--- config.mk ---
export PLATFORM = sky130hd
export DESIGN_NAME = score_keeper_flat
export DESIGN_NICKNAME = d
export VERILOG_FILES = /design/src/rtl/score_keeper_if.sv /design/src/rtl/score_keeper.sv /design/src/flat_wrapper.sv
export SDC_FILE = /design/constraint.sdc
export NUM_CORES = 1
export LEC_CHECK = 0
export CORE_ASPECT_RATIO = 1.1
export CORE_MARGIN = 2
export CORE_UTILIZATION = 45
export DETAILED_ROUTE_END_ITERATION = 8
export PLACE_DENSITY_LB_ADDON = 0.1
export RECOVER_POWER = 25
export SYNTH_ARGS = -nofsm -noshare
export SYNTH_HDL_FRONTEND = slang
export SYNTH_SLANG_ARGS = --single-unit
--- constraint.sdc ---
create_clock -name clk -period 3 [get_ports clk]
set_input_delay 0.3 -clock clk [delete_from_list [all_inputs] [get_ports clk]]
set_output_delay 0.3 -clock clk [all_outputs]
set_load 0.03 [all_outputs]
--- src/rtl/score_keeper_if.sv ---
// Bundles the game-control inputs and scoreboard outputs of score_keeper.
// The slave modport is the scorekeeper's view; master is the driver's view.
interface score_keeper_if;
  logic       start;
  logic       hit;
  logic       miss;
  logic [9:0] score;
  logic [9:0] high_score;
  logic [3:0] lives;
  logic       playing;
  logic       game_over;
  logic       new_high;

  modport slave (
    input  start,
    input  hit,
    input  miss,
    output score,
    output high_score,
    output lives,
    output playing,
    output game_over,
    output new_high
  );

  modport master (
    output start,
    output hit,
    output miss,
    input  score,
    input  high_score,
    input  lives,
    input  playing,
    input  game_over,
    input  new_high
  );
endinterface

--- src/rtl/score_keeper.sv ---
// Game scorekeeper: edge-detects start/hit/miss, tracks score and lives through
// an IDLE/PLAY/OVER game loop and keeps the best final score since reset.
// Every output comes straight from a register.
module score_keeper #(
  parameter int unsigned MAX_SCORE = 99,
  parameter int unsigned LIVES     = 3
) (
  input  logic          clk,
  input  logic          rst,
  score_keeper_if.slave bus_io
);

  localparam logic [9:0] MaxScore  = 10'(MAX_SCORE);
  localparam logic [3:0] LivesInit = 4'(LIVES);

  typedef enum logic [1:0] {
    StIdle = 2'd0,
    StPlay = 2'd1,
    StOver = 2'd2
  } state_e;

  state_e     state_q, state_d;
  logic       start_prev_q, hit_prev_q, miss_prev_q;
  logic [9:0] score_q, score_d;
  logic [9:0] high_q, high_d;
  logic [3:0] lives_q, lives_d;
  logic       new_high_q, new_high_d;
  logic       playing_q, playing_d;
  logic       game_over_q, game_over_d;

  logic       start_ev, hit_ev, miss_ev;
  logic [9:0] score_hit;

  // Rising-edge events; prev regs reset high so a level held through reset is not an event.
  always_comb begin
    start_ev = bus_io.start & ~start_prev_q;
    hit_ev   = bus_io.hit & ~hit_prev_q;
    miss_ev  = bus_io.miss & ~miss_prev_q;
  end

  // Score after this cycle's hit, saturating; applied before any same-cycle miss.
  always_comb begin
    score_hit = score_q;
    if (hit_ev && (score_q < MaxScore)) begin
      score_hit = score_q + 10'd1;
    end
  end

  // Next-state and next-output logic for the game FSM.
  always_comb begin
    state_d    = state_q;
    score_d    = score_q;
    high_d     = high_q;
    lives_d    = lives_q;
    new_high_d = new_high_q;

    case (state_q)
      StIdle, StOver: begin
        if (start_ev) begin
          state_d    = StPlay;
          score_d    = 10'd0;
          lives_d    = LivesInit;
          new_high_d = 1'b0;
        end
      end
      StPlay: begin
        score_d = score_hit;
        if (miss_ev) begin
          if (lives_q > 4'd1) begin
            lives_d = lives_q - 4'd1;
          end else begin
            lives_d = 4'd0;
            state_d = StOver;
            // Strictly greater: tying the record is not a new high.
            if (score_hit > high_q) begin
              high_d     = score_hit;
              new_high_d = 1'b1;
            end else begin
              new_high_d = 1'b0;
            end
          end
        end
      end
      default: begin
        state_d = StIdle;
      end
    endcase

    playing_d   = (state_d == StPlay);
    game_over_d = (state_d == StOver);
  end

  // State and output registers with asynchronous reset.
  always_ff @(posedge clk or posedge rst) begin
    if (rst) begin
      state_q      <= StIdle;
      start_prev_q <= 1'b1;
      hit_prev_q   <= 1'b1;
      miss_prev_q  <= 1'b1;
      score_q      <= 10'd0;
      high_q       <= 10'd0;
      lives_q      <= LivesInit;
      new_high_q   <= 1'b0;
      playing_q    <= 1'b0;
      game_over_q  <= 1'b0;
    end else begin
      state_q      <= state_d;
      start_prev_q <= bus_io.start;
      hit_prev_q   <= bus_io.hit;
      miss_prev_q  <= bus_io.miss;
      score_q      <= score_d;
      high_q       <= high_d;
      lives_q      <= lives_d;
      new_high_q   <= new_high_d;
      playing_q    <= playing_d;
      game_over_q  <= game_over_d;
    end
  end

  // Drive the interface outputs from registers only.
  always_comb begin
    bus_io.score      = score_q;
    bus_io.high_score = high_q;
    bus_io.lives      = lives_q;
    bus_io.playing    = playing_q;
    bus_io.game_over  = game_over_q;
    bus_io.new_high   = new_high_q;
  end

endmodule

--- src/flat_wrapper.sv ---
// flat-port wrapper written by rule: the top's interface ports become plain ports
module score_keeper_flat 
#(
  parameter int unsigned MAX_SCORE = 99,
  parameter int unsigned LIVES     = 3
)
  (clk, rst, bus_io_start, bus_io_hit, bus_io_miss, bus_io_score, bus_io_high_score, bus_io_lives, bus_io_playing, bus_io_game_over, bus_io_new_high);
  score_keeper_if bus_io_i ();
  input  logic clk;
  input  logic rst;
  input wire logic [$bits(bus_io_i.start)-1:0] bus_io_start;
  input wire logic [$bits(bus_io_i.hit)-1:0] bus_io_hit;
  input wire logic [$bits(bus_io_i.miss)-1:0] bus_io_miss;
  output wire logic [$bits(bus_io_i.score)-1:0] bus_io_score;
  output wire logic [$bits(bus_io_i.high_score)-1:0] bus_io_high_score;
  output wire logic [$bits(bus_io_i.lives)-1:0] bus_io_lives;
  output wire logic [$bits(bus_io_i.playing)-1:0] bus_io_playing;
  output wire logic [$bits(bus_io_i.game_over)-1:0] bus_io_game_over;
  output wire logic [$bits(bus_io_i.new_high)-1:0] bus_io_new_high;
  assign bus_io_i.start = bus_io_start;
  assign bus_io_i.hit = bus_io_hit;
  assign bus_io_i.miss = bus_io_miss;
  assign bus_io_score = bus_io_i.score;
  assign bus_io_high_score = bus_io_i.high_score;
  assign bus_io_lives = bus_io_i.lives;
  assign bus_io_playing = bus_io_i.playing;
  assign bus_io_game_over = bus_io_i.game_over;
  assign bus_io_new_high = bus_io_i.new_high;
  score_keeper #(.MAX_SCORE(MAX_SCORE), .LIVES(LIVES)) u_core (.clk(clk), .rst(rst), .bus_io(bus_io_i));
endmodule
==> impl_metrics.py <==
metrics = {
    "finish": {
        "post_route_cell_area_um2": 2400,
        "n_fill_cell": 303,
        "final_layout_size_suffix_gt1_share_pct": 25.8,
        "diodes": 0,
        "area.growth.synth_to_final_pct": 35.5,
        "nNetsFinal": 226,
    },
    "place": {
        "dp.final_hpwl_um": 2810,
        "globalplace.congestion": 0.864,
        "port_buf_inserts": 31,
        "dpl_cell_area_um2": 2210,
    },
    "detailed_routing": {
        "post_drt_wl_per_cell_um": 15.1,
        "drtAntennaViolNets": 0,
        "totalWireLength_um": 3920,
        "drtIter0Drc": 74,
        "vias": 1346,
        "drt-pass1-iter-count": 4,
        "drc_violations_left": 0,
        "route.detailed.vias_per_inst": 5.20,
    },
    "setup_path": {
        "end_kind": "register",
        "worstSetupStartpoint": "u_core.bus_io.score[7]$_DFFE_PP0P_",
        "worst_reg_to_reg_cells": 11,
        "critical_path_rt_ps": 3170,
        "worstSetupStartpointType": "register",
        "r2r_end": "u_core.bus_io.high_score[3]$_DFFE_PP0P_",
        "cpLargestDelayFamily": "simple AND/OR/NAND/NOR gates",
        "timing.setup.critical_path_class": "reg2reg",
        "critical_path.n_buffers_inverters": 2,
        "timing.critical_path.depth": 11,
        "cp.arrival_ps": 3090,
        "critical_r2r_launch": "u_core.bus_io.score[7]$_DFFE_PP0P_",
        "setup_slack_of_the_most_critical_reg_to_reg_path_ps": 90,
        "critical_path.max_stage_delay_ps": 410,
        "crit_path_max_fanout": 5,
        "critical_path.cell_chain": "nor4_4, buf_4, and4_1, xor2_2, ha_1, nand4_1, nor2_2, and3_4, a311o_1, buf_6, mux2_1",
        "cpMaxStageDelayCell": "dfrtp_1",
        "setup.worst_path.end": "u_core.bus_io.high_score[3]$_DFFE_PP0P_",
    },
    "power_and_ir_drop": {
        "proportion_of_power_drawn_by_combinational_gates_pct": 50.8,
        "leakage_power_figure_uw": 0.00114,
        "swShare_pct": 40.5,
        "power_report.internal_total_uw": 1300,
        "switchingPower_uw": 885,
        "sequentialPowerShare_pct": 30.1,
        "power.density_nw_per_um2": 910,
        "clock_network_fraction_of_design_power_pct": 19.1,
        "vdd.ir_drop.worst_v": 0.000428,
    },
    "grt": {
        "grt_start_max_net_pins": 33,
        "grt_pass1_vias": 1414,
        "grt_overflow_total": 0,
        "first_pass_grt_wire_length_um": 6790,
        "global_route.usage.total_pct": 19.8,
        "initial_antenna_violation_count": 0,
    },
    "clock_tree": {
        "clock_path_buffers": 2,
        "clk_root_buffer_cell": "clkbuf_8",
        "tritoncts.num_buffers": 5,
        "postCtsHoldBufs": 0,
        "clock_tree_from_tritoncts": "yes",
        "skew_pair_late_insertion_delay_ps": 290,
        "clk_pin_slew_worst_paths_ps": 70,
        "cts.htree.levels": 2,
        "clkSinkCount": 32,
    },
    "timing": {
        "max-slew-margin-rel_pct": -13.0,
        "min_period_over_period_pct": 97.1,
        "timing.final.hold_violations": 0,
        "finalHoldWorstSlack_ps": 313,
        "setup-tns-final_ps": 0,
        "timing.fmax_mhz": 343,
        "finalCriticalPeriod_ps": 2910,
        "finalSetupViolations": 0,
        "max_slew.worst_pin.slew_ps": 1700,
        "slew_viol_final": 33,
        "clock-skew-final_ps": 5.40,
    },
    "synthesis": {
        "synth.lib_cells_used.distinct": 39,
        "ys.warnings.count": 0,
        "postSynthNetCount": 179,
        "netlist_instances": 161,
        "post_synthesis_cell_area_um2": 1770,
        "synth_seq_cells": 32,
        "proportion_of_synthesized_chip_area_in_sequential_cells_pct": 45.6,
        "syn_avg_cell_area_um2": 11.0,
    },
    "outcome": {
        "violated_checks": "capacitance limit, slew limit",
        "run_status": "finished with violations",
    },
    "die": {
        "die_height_um": 69.8,
        "dieWidth_um": 63.8,
        "placement_rows": 23,
        "core_area_um2": 3710,
        "initial_core_util_pct": 47.7,
        "fp.dieArea_um2": 4450,
        "ioPinCount": 32,
    },
    "min_path": {
        "worst_hold_startpoint": "bus_io_hit",
        "hold_path_class": "in2reg",
    },
    "job": {
        "max-cap-violations": 1,
    },
}
## synthesized netlist by cell type, drive strengths merged
cell,number,share of area (%)
dfrtp,27,38
and4,1,0.49
nand4,4,1.4
o21ai,7,2.0
inv,13,2.8
dfstp,5,7.4
a311o,1,0.57
o21a,2,0.85
buf,2,1.3
xnor2,3,1.5
nand4b,1,0.49
nor2b,1,0.35
nand2b,5,1.8
a41o,1,0.57
mux2,12,8.7
a211oi,1,0.42
xor2,1,0.49
or2b,1,0.64
and2,4,1.4
and2b,1,0.49
ha,13,9.2
clkbuf,5,1.1
nand2,18,4.2
nand3b,1,0.42
o2bb2ai,5,2.5
or2,2,0.71
and3,2,0.99
nor3,1,0.92
nand3,3,0.85
a21oi,3,0.85
mux2i,3,1.7
nor4,4,2.3
nor2,8,2.6
## layout by cell type (no fill, tap or decap), drive strengths merged, types with 2 or more instances in the layout
cell type / instances
ha: 13
or2: 2
dlygate4sd3: 3
inv: 13
mux2i: 3
nand2b: 5
clkdlybuf4s50: 27
mux2: 12
clkbuf: 6
nand4: 4
nand3: 3
dfrtp: 27
o21ai: 7
xnor2: 3
nor2: 8
nor4: 4
dfstp: 5
a21oi: 3
buf: 15
nand2: 18
o2bb2ai: 5
o21a: 2
and3: 2
and2: 4
## sequential cells by signal (all words and copies together) (netlist names)
signal / flops
u_core.bus_io.high_score: 10
u_core.bus_io.score: 10
u_core.bus_io.lives: 4
u_core.state_q: 2
u_core.bus_io.game_over: 1
u_core.bus_io.new_high: 1
u_core.bus_io.playing: 1
u_core.hit_prev_q: 1
u_core.miss_prev_q: 1
u_core.start_prev_q: 1
## power by group through the flow
| stage | combinational (uW) | clock [uW] | sequential (uW) |
|---|---|---|---|
| 2_1_floorplan | 492 | 0 | 831 |
| 3_3_place_gp | 1010 | 0 | 650 |
| 3_5_place_dp | 1030 | 0 | 658 |
| 4_1_cts | 1040 | 424 | 651 |
| 5_1_grt | 1220 | 442 | 679 |
| 6_report | 1110 | 416 | 657 |
## routing by layer
metal / routed length [um] / vias to the layer above / GRT usage (%)
met5: 0 / - / 0
met4: 70 / 0 / 7.25
met3: 156 / 7 / 5.68
met2: 1900 / 36 / 31.5
met1: 1790 / 658 / 25.5
li1: - / 645 / -
## worst min path at each step
stage / cells after the start / slack, ps / endpoint
6_report: 1 / 310 / u_core.hit_prev_q$_DFF_PP1_
5_1_grt: 1 / 310 / u_core.hit_prev_q$_DFF_PP1_
4_1_cts: 3 / 400 / u_core.bus_io.game_over$_DFF_PP0_
3_5_place_dp: 2 / 520 / u_core.bus_io.new_high$_DFFE_PP0P_
3_3_place_gp: 2 / 510 / u_core.bus_io.new_high$_DFFE_PP0P_
2_1_floorplan: 0 / 300 / u_core.hit_prev_q$_DFF_PP1_
## what timing repair did
item                                    in CTS  in global routing
resized for setup                            0                 15
buffers inserted                             0                  2
endpoints found under the setup margin       0                  9
hold endpoints to repair                     0                  0
## kinds of logic (layout without fill, tap and decap cells)
kind of cell	after synthesis	count (layout)	synth area share, %
compound gates	20	20	7.70
simple gates	57	57	20.1
mux	15	15	10.4
flops	32	32	45.6
xor+xnor	4	4	1.98
buf+inv	20	68	5.09
fa+ha+maj	13	13	9.19
## layout make-up
type,instances,area [um^2],share of cell area (%)
Multi-Input combinational cell,109,933,38.9
Sequential cell,32,808,33.7
Clock buffer,5,68.8,2.87
Clock inverter,3,42.5,1.77
Tap cell,50,62.6,2.61
Inverter,13,48.8,2.03
Timing Repair Buffer,47,434,18.1
## metrics by stage
| step | power [uW] | setup slack (ps) | utilization [%] | instances |
|---|---|---|---|---|
| 2_1_floorplan | 1320 | 107 | - | 161 |
| 3_3_place_gp | 1660 | -135 | 59.5 | 249 |
| 3_5_place_dp | 1690 | -239 | 59.5 | 249 |
| 4_1_cts | 2120 | 44.2 | 62.5 | 257 |
| 5_1_grt | 2340 | -60.9 | 64.6 | 259 |
| 6_report | 2180 | 86.8 | 64.6 | 259 |
Power figures use the tool's default switching activity.
